--- src/rtl/pkt_transmit_ctrl_pkg.sv ---
// Shared definitions for the transmit controller: word framing codes,
// label bit positions and the controller state encoding.
package pkt_transmit_ctrl_pkg;

  localparam int PKT_W = 139;
  localparam int LBL_W = 32;

  localparam logic [2:0] CODE_HEAD   = 3'b101;
  localparam logic [2:0] CODE_MIDDLE = 3'b100;
  localparam logic [2:0] CODE_TAIL   = 3'b110;

  localparam int LBL_LONG    = 31;
  localparam int LBL_NOBODY  = 30;
  localparam int LBL_CUT     = 29;
  localparam int LBL_CUTNO   = 28;
  localparam int LBL_AGING   = 27;
  localparam int LBL_ADDR_HI = 9;
  localparam int LBL_ADDR_LO = 0;

  typedef enum logic [1:0] {
    ST_IDLE     = 2'd0,
    ST_READ_LBL = 2'd1,
    ST_ISSUE    = 2'd2,
    ST_WAIT_PKT = 2'd3
  } tx_state_e;

  function automatic logic is_tail(input logic [PKT_W-1:0] word);
    return word[PKT_W-1 -: 3] == CODE_TAIL;
  endfunction

endpackage

--- src/rtl/pkt_transmit_ctrl_fifo.sv ---
// 16x32 label queue: show-ahead-free FIFO, q valid one cycle after rdreq,
// async clear, writes while full and reads while empty are ignored.
module fifo_32_16 (
  input  logic        clk,
  input  logic        aclr,
  input  logic [31:0] data,
  input  logic        wrreq,
  input  logic        rdreq,
  output logic [31:0] q,
  output logic [4:0]  usedw,
  output logic        full,
  output logic        empty
);

  logic [31:0] mem [16];
  logic [3:0]  wr_ptr_q;
  logic [3:0]  rd_ptr_q;
  logic [4:0]  count_q;
  logic [31:0] q_q;
  logic        wr_en;
  logic        rd_en;

  assign full  = (count_q == 5'd16);
  assign empty = (count_q == 5'd0);
  assign wr_en = wrreq && !full;
  assign rd_en = rdreq && !empty;
  assign usedw = count_q;
  assign q     = q_q;

  // Storage is left unreset so it maps onto block RAM.
  always_ff @(posedge clk) begin
    if (wr_en) mem[wr_ptr_q] <= data;
  end

  always_ff @(posedge clk or posedge aclr) begin
    if (aclr) begin
      wr_ptr_q <= '0;
      rd_ptr_q <= '0;
      count_q  <= '0;
      q_q      <= '0;
    end else begin
      if (wr_en) wr_ptr_q <= wr_ptr_q + 4'd1;
      if (rd_en) begin
        q_q      <= mem[rd_ptr_q];
        rd_ptr_q <= rd_ptr_q + 4'd1;
      end
      case ({wr_en, rd_en})
        2'b10:   count_q <= count_q + 5'd1;
        2'b01:   count_q <= count_q - 5'd1;
        default: count_q <= count_q;
      endcase
    end
  end

endmodule

--- src/rtl/pkt_transmit_ctrl.sv ---
// Transmit controller: queues scheduler labels, issues one at a time to the
// packet buffer and forwards the returned word stream with one cycle of delay.
module pkt_transmit_ctrl
  import pkt_transmit_ctrl_pkg::*;
#(
  parameter int TIMEOUT   = 1024,
  parameter int CNT_W     = 16,
  parameter int LBL_AFULL = 12
) (
  input  logic             clk,
  input  logic             reset,
  input  logic             sched_label_valid,
  input  logic [31:0]      sched_label,
  output logic             sched_label_enable,
  output logic             t2pb_label_valid,
  output logic [31:0]      t2pb_label,
  input  logic             pb2t_enable,
  input  logic             pb2t_pkt_valid,
  input  logic [138:0]     pb2t_pkt,
  input  logic             tx_enable,
  output logic             tx_pkt_valid,
  output logic [138:0]     tx_pkt,
  output logic [CNT_W-1:0] tx_pkt_cnt,
  output logic [CNT_W-1:0] nobody_drop_cnt,
  output logic [CNT_W-1:0] err_timeout_cnt,
  output logic [CNT_W-1:0] stray_word_cnt
);

  localparam int         TMR_W     = (TIMEOUT > 2) ? $clog2(TIMEOUT) : 1;
  localparam logic [TMR_W-1:0] TMR_LAST  = TMR_W'(TIMEOUT - 1);
  localparam logic [4:0]       AFULL_LVL = 5'(LBL_AFULL);

  tx_state_e         state_q, state_d;
  logic [LBL_W-1:0]  label_q, label_d;
  logic [TMR_W-1:0]  timer_q, timer_d;
  logic [CNT_W-1:0]  tx_cnt_q, tx_cnt_d;
  logic [CNT_W-1:0]  nobody_q, nobody_d;
  logic [CNT_W-1:0]  timeout_q, timeout_d;
  logic [CNT_W-1:0]  stray_q, stray_d;
  logic              enable_q;
  logic              tx_valid_q;
  logic [PKT_W-1:0]  tx_pkt_q;

  logic [31:0]       fifo_q;
  logic [4:0]        fifo_usedw;
  logic              fifo_full;
  logic              fifo_empty;
  logic              fifo_rdreq;
  logic              forward;

  fifo_32_16 u_label_fifo (
    .clk   (clk),
    .aclr  (!reset),
    .data  (sched_label),
    .wrreq (sched_label_valid),
    .rdreq (fifo_rdreq),
    .q     (fifo_q),
    .usedw (fifo_usedw),
    .full  (fifo_full),
    .empty (fifo_empty)
  );

  assign forward = pb2t_pkt_valid && (state_q == ST_WAIT_PKT);

  always_comb begin
    state_d          = state_q;
    label_d          = label_q;
    timer_d          = timer_q;
    tx_cnt_d         = tx_cnt_q;
    nobody_d         = nobody_q;
    timeout_d        = timeout_q;
    stray_d          = stray_q;
    fifo_rdreq       = 1'b0;
    t2pb_label_valid = 1'b0;

    if (pb2t_pkt_valid && (state_q != ST_WAIT_PKT)) stray_d = stray_q + CNT_W'(1);

    case (state_q)
      ST_IDLE: begin
        if (!fifo_empty && pb2t_enable && tx_enable) begin
          fifo_rdreq = 1'b1;
          state_d    = ST_READ_LBL;
        end
      end
      ST_READ_LBL: begin
        label_d = fifo_q;
        if (fifo_q[LBL_NOBODY]) begin
          nobody_d = nobody_q + CNT_W'(1);
          state_d  = ST_IDLE;
        end else begin
          state_d = ST_ISSUE;
        end
      end
      ST_ISSUE: begin
        t2pb_label_valid = 1'b1;
        timer_d          = '0;
        state_d          = ST_WAIT_PKT;
      end
      ST_WAIT_PKT: begin
        timer_d = timer_q + TMR_W'(1);
        // A tail arriving on the timeout cycle still counts as a good packet.
        if (forward && is_tail(pb2t_pkt)) begin
          tx_cnt_d = tx_cnt_q + CNT_W'(1);
          state_d  = ST_IDLE;
        end else if (timer_q == TMR_LAST) begin
          timeout_d = timeout_q + CNT_W'(1);
          state_d   = ST_IDLE;
        end
      end
      default: state_d = ST_IDLE;
    endcase
  end

  always_ff @(posedge clk or negedge reset) begin
    if (!reset) begin
      state_q    <= ST_IDLE;
      label_q    <= '0;
      timer_q    <= '0;
      tx_cnt_q   <= '0;
      nobody_q   <= '0;
      timeout_q  <= '0;
      stray_q    <= '0;
      enable_q   <= 1'b0;
      tx_valid_q <= 1'b0;
      tx_pkt_q   <= '0;
    end else begin
      state_q    <= state_d;
      label_q    <= label_d;
      timer_q    <= timer_d;
      tx_cnt_q   <= tx_cnt_d;
      nobody_q   <= nobody_d;
      timeout_q  <= timeout_d;
      stray_q    <= stray_d;
      enable_q   <= (fifo_usedw < AFULL_LVL) && !fifo_full;
      tx_valid_q <= forward;
      if (forward) tx_pkt_q <= pb2t_pkt;
    end
  end

  assign sched_label_enable = enable_q;
  assign t2pb_label         = label_q;
  assign tx_pkt_valid       = tx_valid_q;
  assign tx_pkt             = tx_pkt_q;
  assign tx_pkt_cnt         = tx_cnt_q;
  assign nobody_drop_cnt    = nobody_q;
  assign err_timeout_cnt    = timeout_q;
  assign stray_word_cnt     = stray_q;

endmodule
--- config.mk ---
export PLATFORM = sky130hd
export DESIGN_NAME = pkt_transmit_ctrl
export DESIGN_NICKNAME = d
export VERILOG_FILES = /design/src/rtl/pkt_transmit_ctrl_pkg.sv /design/src/rtl/pkt_transmit_ctrl_fifo.sv /design/src/rtl/pkt_transmit_ctrl.sv
export SDC_FILE = /design/constraint.sdc
export NUM_CORES = 1
export LEC_CHECK = 0
export CORE_ASPECT_RATIO = 0.6
export CORE_UTILIZATION = 55
export CTS_CLUSTER_SIZE = 12
export DETAILED_ROUTE_END_ITERATION = 16
export GPL_TIMING_DRIVEN = 0
export PLACE_DENSITY_LB_ADDON = 0.25
export SYNTH_ARGS = -nofsm -noshare
export SYNTH_HDL_FRONTEND = slang
export SYNTH_HIERARCHICAL = 1
export SYNTH_SLANG_ARGS = --single-unit
--- constraint.sdc ---
create_clock -name clk -period 5.05 [get_ports clk]
set_input_delay 0.7575 -clock clk [delete_from_list [all_inputs] [get_ports clk]]
set_output_delay 0.7575 -clock clk [all_outputs]
set_load 0.005 [all_outputs]
# Word level (Yosys, flattened, before mapping)
# Memories as Yosys holds them, arrays and structs flattened. A register that Yosys moved wholly into a read port is not among the register bits.
# Index checks and enable logic that the tools add are counted.
# totals
reg_bits	262
latchBits	0
ramBits	512
mem_bits_ro	0
in_bits	177
output_inout_bits	238
word_cells	67
n_memories	1
# classes
add_sub_neg	9
n_mul	0
div	0
order_cmp	1
eq_ne	11
shifts	0
n_mux	12
n_bitwise	1
n_reduce_logical	19
# mem_list
name	words	word_bits	rd	rd_ports_with_merged_regs	wr	line	rtl
u_label_fifo.mem	16	32	1	1	1	pkt_transmit_ctrl_fifo.sv:15	logic [31:0] mem [16];
# ops
cell	count
adder 16 x 1 -> 16 bit, second input constant	4
one-hot mux 10 bit (2 select lines)	1
adder 10 x 1 -> 10 bit, second input constant	1
equality test 10 bit, second input constant	1
one-hot mux 5 bit (2 select lines)	1
adder 4 x 1 -> 4 bit, second input constant	2
logical AND 1 bit	8
2-to-1 mux 2 bit	4
one-hot mux 2 bit (4 select lines)	1
equality test 2 bit, second input constant	3
AND reduction 2 bit	3
adder 5 x 1 -> 5 bit, second input constant	1
equality test 5 bit, second input constant	1
logical NOT 5 bit	1
< comparator 5 x 4 -> 1 bit, second input constant	1
2-to-1 mux 1 bit	5
subtractor 5 x 1 -> 5 bit, second input constant	1
equality test 2 x 1 -> 1 bit, second input constant	2
!= test 2 bit, second input constant	2
nonzero test 2 bit	2
equality test 3 bit, second input constant	1
logical NOT 1 bit	3
!= test 3 x 1 -> 1 bit, second input constant	1
AND reduction 3 bit	1
other kinds (2)	2

# Longest topological paths before layout
# Gate-level depths: netlist of the first run.
# logic_depth
depth_word	9
ltp_mapped	16
mapped_depth_nobuf	14

# Hierarchy
# The synthesis of the first run kept the hierarchy.
# modules_own_cells
mod	n_inst	cells_per_inst	area_per_inst_um2	seq_area_each_um2
fifo_32_16	1	948	21508.1	16500.8
pkt_transmit_ctrl	1	691	9955.8	6231.0

# Worst setup path before layout of the first run
# Ideal clock, no wire load.
# synth_path
path_type	input port to flip-flop
from	in sched_label_valid
to	mem u_label_fifo.mem[3][0] (enable)
setup_ns	0.461
t_arrival_ns	3.506
path_slack_ns	1.083
path_stages	4
path_buffers	1
cell_sequence	and2_1 > clkbuf_1 > nand2_1 > nor3_1
# synth_via
elab_chain_cells	3
# synth_lines
element	line	rtl
from (decl)	pkt_transmit_ctrl.sv:12	input logic sched_label_valid,
logical AND 1 bit	pkt_transmit_ctrl_fifo.sv:25	assign wr_en = wrreq && !full;
2-to-1 mux 1 bit	pkt_transmit_ctrl_fifo.sv:32	if (wr_en) mem[wr_ptr_q] <= data;
2-to-1 mux 1 bit (not written as such)	pkt_transmit_ctrl_fifo.sv:32	
to (decl)	pkt_transmit_ctrl_fifo.sv:15	
# Every way passes these cells.

# Worst setup path in the final report of the first run
# layout_path
from	reg u_label_fifo.count_q[0], in the netlist u_label_fifo/usedw[0]
to	reg u_label_fifo.count_q[4], in the netlist u_label_fifo/usedw[4]
# layout_via
elab_chain_cells	9
word_cells_on_any_way	16
# layout_lines
element	line	rtl
from (decl)	pkt_transmit_ctrl_fifo.sv:18	logic [4:0] count_q;
from (signal assigned)	pkt_transmit_ctrl_fifo.sv:48	2'b10: count_q <= count_q + 5'd1;
from (signal assigned)	pkt_transmit_ctrl_fifo.sv:49	2'b01: count_q <= count_q - 5'd1;
from (signal assigned)	pkt_transmit_ctrl_fifo.sv:50	default: count_q <= count_q;
logical NOT 5 bit *	pkt_transmit_ctrl_fifo.sv:24	assign empty = (count_q == 5'd0);
via fifo_empty	pkt_transmit_ctrl.sv:47	logic fifo_empty;
logical NOT 1 bit *	pkt_transmit_ctrl.sv:80	if (!fifo_empty && pb2t_enable && tx_enable) begin
logical AND 1 bit * (2 in a row)	pkt_transmit_ctrl.sv:80	
2-to-1 mux 1 bit *	pkt_transmit_ctrl.sv:80	
2-to-1 mux 1 bit *	pkt_transmit_ctrl.sv:78	case (state_q)
via fifo_rdreq	pkt_transmit_ctrl.sv:48	logic fifo_rdreq;
logical AND 1 bit *	pkt_transmit_ctrl_fifo.sv:26	assign rd_en = rdreq && !empty;
via u_label_fifo.rd_en	pkt_transmit_ctrl_fifo.sv:21	logic rd_en;
equality test 2 x 1 -> 1 bit / equality test 2 bit (equally long branches)	pkt_transmit_ctrl_fifo.sv:47	case ({wr_en, rd_en})
one-hot mux 5 bit (2 select lines) / nonzero test 2 bit (equally long branches)	--	
# The timed path passes the listed nets; every way through them passes the cells marked *.
# A chain may end at the register's enable or synchronous reset.

==> run metrics, run 1 <==
most common cell after layout, fill and taps aside edfxtp_1; largest family of logic cells by synthesized area multiplexers; number of global-route vias before repair 18000; die width 311 µm; Critical Path RT 5.55 ns; synthesized-area fraction occupied by and/or/nand/nor cells 3.45%; clock skew 0.0155 ns; final core utilization 70.4%; FILL cells 3492; Worst setup SP type register; drt first pass iters 5; clock latency on the worst-skew pair 0.63 ns; period utilization 73.8%; slew of the pin with the lowest slew margin 1.01 ns; CTS sink count 806; Min-Delay Path Class in -> async; Synth Area in Adders 0.620%; P&R area growth vs syn 25.6%; Post-Syn Area 0.0315 mm²; initial DRC count 1743; via count 17700; Slew Limit Fails 0; Avg Cell Area, Syn 19.2 µm²; Synth Register Bits 806; GRT Overall Usage 28.6%; ys flop type edfxtp_1; CTS tree yes; Rel. slew slack 32.6%; Critical Path AT 4.22 ns; first-pass GRT wire length 120000 µm; final WL 82100 µm; total CTS buffers 78; register area 0.0227 mm²; io pins 415; WS Path Type reg -> reg; Final min period 3.73 ns; nets 2356; setup bufs post-CTS 0; die area 0.0582 mm²; DP HPWL 57300 µm; # H-tree levels 3; Sum Neg Setup Slack 0 ns; status finished clean; Die Y 187 µm; Leakage 14.2 nW; starting density of the core 56.0%; core area 0.0562 mm²; xor/xnor cell area share of the yosys netlist 2.03%; max-cap viol count 0; PwrDens 479 mW/mm²; DR DRC count 0; sequential element share of the synthesized area 72.2%; maximum clock path buffer count 3; multi-input combinational cell area 0.00827 mm²; most frequent cells in the layout edfxtp_1, clkdlybuf4s50_1, dfrtp_1; clock root cell clkbuf_16; GP Congestion 0.873; mux contribution to synthesized area 16.6%; crit path max fanout 10; cts repair resizes 0; final hold violations 0; FMAX 0.268 GHz; Post-DRT Antenna Nets 0; total power 18.9 mW; Cell variety after synth 60; CP endpoint kind register; initial antenna violation count 4; post-route non-filler standard cell count 2983; per-cell routed wire length 27.5 µm; ys async rst share 36.5%; placed cell count 2843; largest net degree at the start of global routing 108; RSZ-0062 raised after global routing no; Buffers on Ports 414; Post-CTS Hold Buffers 0; compound-gate portion of the synthesized area 3.23%; clock slew seen by the registers of the worst setup and hold paths 0.06 ns; share of layout cells above drive strength 1 27.5%; YS warnings 6; EDFF count, synth 512; Peak VDD IR 337 µV; endpoints failing setup 0; Post-Synthesis Cells 1639; grt ovf 0; Core Rows 67; routed vias/inst 5.94; syn_nets 1831
==> layout make-up <==
class	instances	share of cell area (%)
tap	759	2.40
inverter	20	0.190
clock buffer	132	5.69
multi-input combinational	734	20.9
timing repair buffer	445	11.8
buffer	79	1.26
clock inverter	5	0.184
sequential	806	57.5
antenna	3	0.0190
==> worst max-delay path: stages (launching register included) <==
cell	delay [ns]
dfrtp_1	0.44
or4_1	0.56
nor2_1	0.11
nor2_1	0.05
nand3_1	0.10
nor2_1	0.05
o21a_1	0.15
buf_6	0.16
buf_2	0.27
ha_1	0.30
ha_1	0.33
nor2b_1	0.14
o21ai_0	0.23
a21oi_1	0.11
or3b_2	0.46
xnor2_1	0.14
==> per-layer routing <==
layer	part of all wire [%]	GRT usage (%)
met1	44	43.8
met2	45	41.4
met3	8.9	6.73
met4	2.5	8.17
met5	0.012	0
==> Yosys cell counts (24+ instances only) <==
cell type    n  area share, %
edfxtp_1   512             49
dfrtp_1    294             23
mux2_2     206            7.4
mux4_2     128            9.2
nand2_1     40           0.48
xnor2_1     39            1.1
buf_2       35           0.56
o22ai_1     35           0.70
xor2_1      34           0.95
a21oi_2     30           0.84
nand3_1     30           0.48
o22ai_2     30            1.2
nor2_1      24           0.29
==> through the flow <==
step | worst slack, ns | hold slack [ns] | area (µm²)
after floorplan | 1.08 | 0.462 | 31500
after global placement | -7.90 | 0.458 | 36600
after detailed placement | 1.01 | 0.466 | 37200
after CTS | 1.34 | 0.0118 | 39500
after global routing | 1.19 | 0.0271 | 39500
final | 1.32 | 0.0265 | 39500
==> kinds of logic (layout without fill, tap and decap cells) <==
kind of cell,Yosys count,after routing
flops,806,806
mux,336,336
simple gates,189,189
compound gates,121,121
buf+inv,99,681
xor+xnor,73,73
fa+ha+maj,15,15
other cells,0,3
==> where the power goes <==
group | total, mW | internal (mW) | switching, mW
registers | 8.99 | 8.29 | 0.697
clock network | 5.46 | 3.08 | 2.38
logic | 4.49 | 2.49 | 1.99
total | 18.9 | 13.9 | 5.08
==> sequential cells by signal (all words and copies together) (netlist names), 10 cells and up, named ones only <==
signal            count
tx_pkt_cnt           16
err_timeout_cnt      16
timer_q              10
tx_pkt              139
stray_word_cnt       16
u_label_fifo/q       32
nobody_drop_cnt      16
u_label_fifo/mem    512
t2pb_label           32
==> worst paths after layout <==
kind	from	endpoint	slack (ns)	depth (start not counted)
worst max-delay path	u_label_fifo/usedw[0]	u_label_fifo/usedw[4]	1.32	15
worst min-delay path	reset	tx_pkt[135]	0.03	1
worst max register to register	u_label_fifo/usedw[0]	u_label_fifo/usedw[4]	1.32	15
worst min register to register	stray_word_cnt[15]	stray_word_cnt[15]	0.48	1
max in group asynchronous	reset	tx_pkt[68]	3.62	3
min in group clk	stray_word_cnt[15]	stray_word_cnt[15]	0.48	1
Power figures use the tool's default switching activity.
==> run 2, diff against run 1 <==
Clock period 5.05 ns to 3.6 ns, I/O delays scaled along.
==> run 2 against run 1 <==
  * Sequential power increased by 40%
  * Final area about the same
  * Core utilization about the same
  * Clock power increased by 38%
==> run metrics, run 2 (synthesized netlist as in run 1, its figures left out) <==
clock slew seen by the registers of the worst setup and hold paths 0.06 ns (about the same); Buffers on Ports 414 (unchanged); CP endpoint kind register; status finished clean; WS Path Type reg -> reg; Reg with most FFs u_label_fifo/mem; clock skew 0.0152 ns (-0.000278 ns); endpoints failing setup 0 (unchanged); Final min period 3.49 ns (-0.234 ns); routed vias/inst 5.97 (+0.38%); clock root cell clkbuf_16; GRT Overall Usage 28.8% (+0.13 points); via count 17700 (+0.039%); max-cap viol count 0 (unchanged); die area 0.0582 mm² (unchanged); Rel. slew slack 32.5% (-0.041 points); final worst slack 0.108 ns (-1.22 ns); total power 26.5 mW (+40%); Critical Path AT 3.99 ns (-0.23 ns); Peak VDD IR 558 µV (+65%); nets 2349 (-0.30%); PwrDens 670 mW/mm² (+40%); DP HPWL 56100 µm (-2.1%); most common cell after layout, fill and taps aside edfxtp_1; clock latency on the worst-skew pair 0.62 ns (about the same); Post-DRT Antenna Nets 0 (unchanged); per-cell routed wire length 27.8 µm (+1.1%); maximum clock path buffer count 3 (unchanged); setup bufs post-CTS 0 (unchanged); final hold violations 0 (unchanged); starting density of the core 56.0% (unchanged); share of layout cells above drive strength 1 27.4% (-0.13 points); period utilization 97.0% (+23 points); Min-Delay Path Class in -> async; CTS tree yes; crit path max fanout 16 (+6); FILL cells 3533 (+1.2%); Die Y 187 µm (unchanged); # H-tree levels 3 (unchanged); first-pass GRT wire length 121000 µm (+0.65%); final WL 82700 µm (+0.74%); Seq pwr share 47.7% (+0.2 points); Critical Path RT 4.09 ns (-1.46 ns); clock share of power 28.4% (-0.4 points); Worst setup SP type register; CTS sink count 806 (unchanged); initial DRC count 1725 (-1.0%); most frequent cells in the layout edfxtp_1, clkdlybuf4s50_1, dfrtp_1; GP Congestion 0.939 (+7.5%); number of global-route vias before repair 18100 (+0.73%); core area 0.0562 mm² (unchanged); max reg flops 512 (unchanged); die width 311 µm (unchanged); io pins 415 (unchanged); net switching power 7.15 mW (+41%); initial antenna violation count 5 (+1); Leakage 14.2 nW (-0.25%); Internal 19.3 mW (+39%); dpl ws -0.300 ns (-1.31 ns); Core Rows 67 (unchanged); largest net degree at the start of global routing 120 (+11%); Comb power frac 23.9% (+0.2 points); Slew Limit Fails 0 (unchanged); total CTS buffers 78 (unchanged); slew of the pin with the lowest slew margin 1.01 ns (+0.000618 ns); Net Sw Frac 27.0% (+0.22 points); FMAX 0.286 GHz (+6.7%); DR DRC count 0 (unchanged); grt ovf 0 (unchanged); drt first pass iters 5 (unchanged); P&R area growth vs syn 25.5% (about the same)
-- run 2: cell count changes in the layout (fill, tap and decap cells not counted), sizes merged --
cell         previous run  this run
buf                   100        92
bufinv                  1         0
clkbuf                143       137
clkinv                  1         4
diode                   3         4
dlygate4sd3             0         1
-- run 2: final cells by class --
cell class                      count  area, µm²  area share, %
Multi-Input combinational cell    734       8300           21.0
Antenna cell                        4       10.0         0.0253
Inverter                           20       75.1          0.190
Timing Repair Buffer              439       4680           11.9
Clock buffer                      126       2200           5.58
Buffer                             78        494           1.25
Clock inverter                      7       57.6          0.146
Sequential cell                   806      22700           57.5
Tap cell                          759        950           2.40
-- run 2: power by group through the flow --
stage	Clock, mW	Sequential (mW)	Combinational [mW]
after floorplan	0	12.6	2.63
after detailed placement	0	12.8	6.30
after global routing	7.98	12.8	6.69
after CTS	7.64	12.6	6.35
after global placement	0	12.8	5.88
final	7.51	12.6	6.33
-- run 2: through the flow --
step	setup TNS, ns	utilization [%]	std cells	instance area (µm²)	hold WS [ns]
6_report	0	70.3	2973	39500	0.357
5_1_grt	-0.0107	70.3	2971	39500	0.362
4_1_cts	0	70.3	2969	39500	0.350
3_5_place_dp	-0.300	66.3	2836	37200	0.403
3_3_place_gp	-3427.81	65.1	2812	36600	0.457
2_1_floorplan	0	-	1639	31500	0.244
-- run 2: routing by layer --
layer / GRT usage, % / vias to the layer above / share of wire [%]
met5: 0 / - / 0.016
met4: 8.11 / 2 / 2.3
met1: 42.3 / 9320 / 42
li1: - / 7465 / -
met2: 42.6 / 814 / 46
met3: 7.96 / 133 / 9.6
-- run 2: final timing paths --
kind / depth (start not counted) / endpoint / start / slack (ns)
setup reg to reg: 14 / u_label_fifo/usedw[4] / u_label_fifo/usedw[0] / 0.11
max in group asynchronous: 6 / u_label_fifo/q[24] / reset / 1.54
hold reg to reg: 1 / stray_word_cnt[15] / stray_word_cnt[15] / 0.46
min in group clk: 1 / stray_word_cnt[15] / stray_word_cnt[15] / 0.46
setup / recovery: 14 / u_label_fifo/usedw[4] / u_label_fifo/usedw[0] / 0.11
hold / removal: 2 / t2pb_label[4] / reset / 0.36
-- run 2: worst max-delay path, stage by stage, from the launching register on --
cell     delay, ns
dfrtp_1       0.44
or4_1         0.59
nor2_1        0.13
nor2_1        0.06
nand3_1       0.12
nor2_1        0.07
o21a_1        0.14
buf_6         0.21
ha_2          0.24
ha_1          0.32
nor2b_1       0.15
o21ai_0       0.21
a21oi_1       0.10
or3b_2        0.46
xnor2_1       0.13
-- run 2: timing repair --
item | 4_1_cts | 5_1_grt
cloned | 0 | 0
endpoints found under the hold margin | 19 | 0
endpoints found under the setup margin | 1 | 1
resized for setup | 0 | 1
hold buffers | 1 | 0
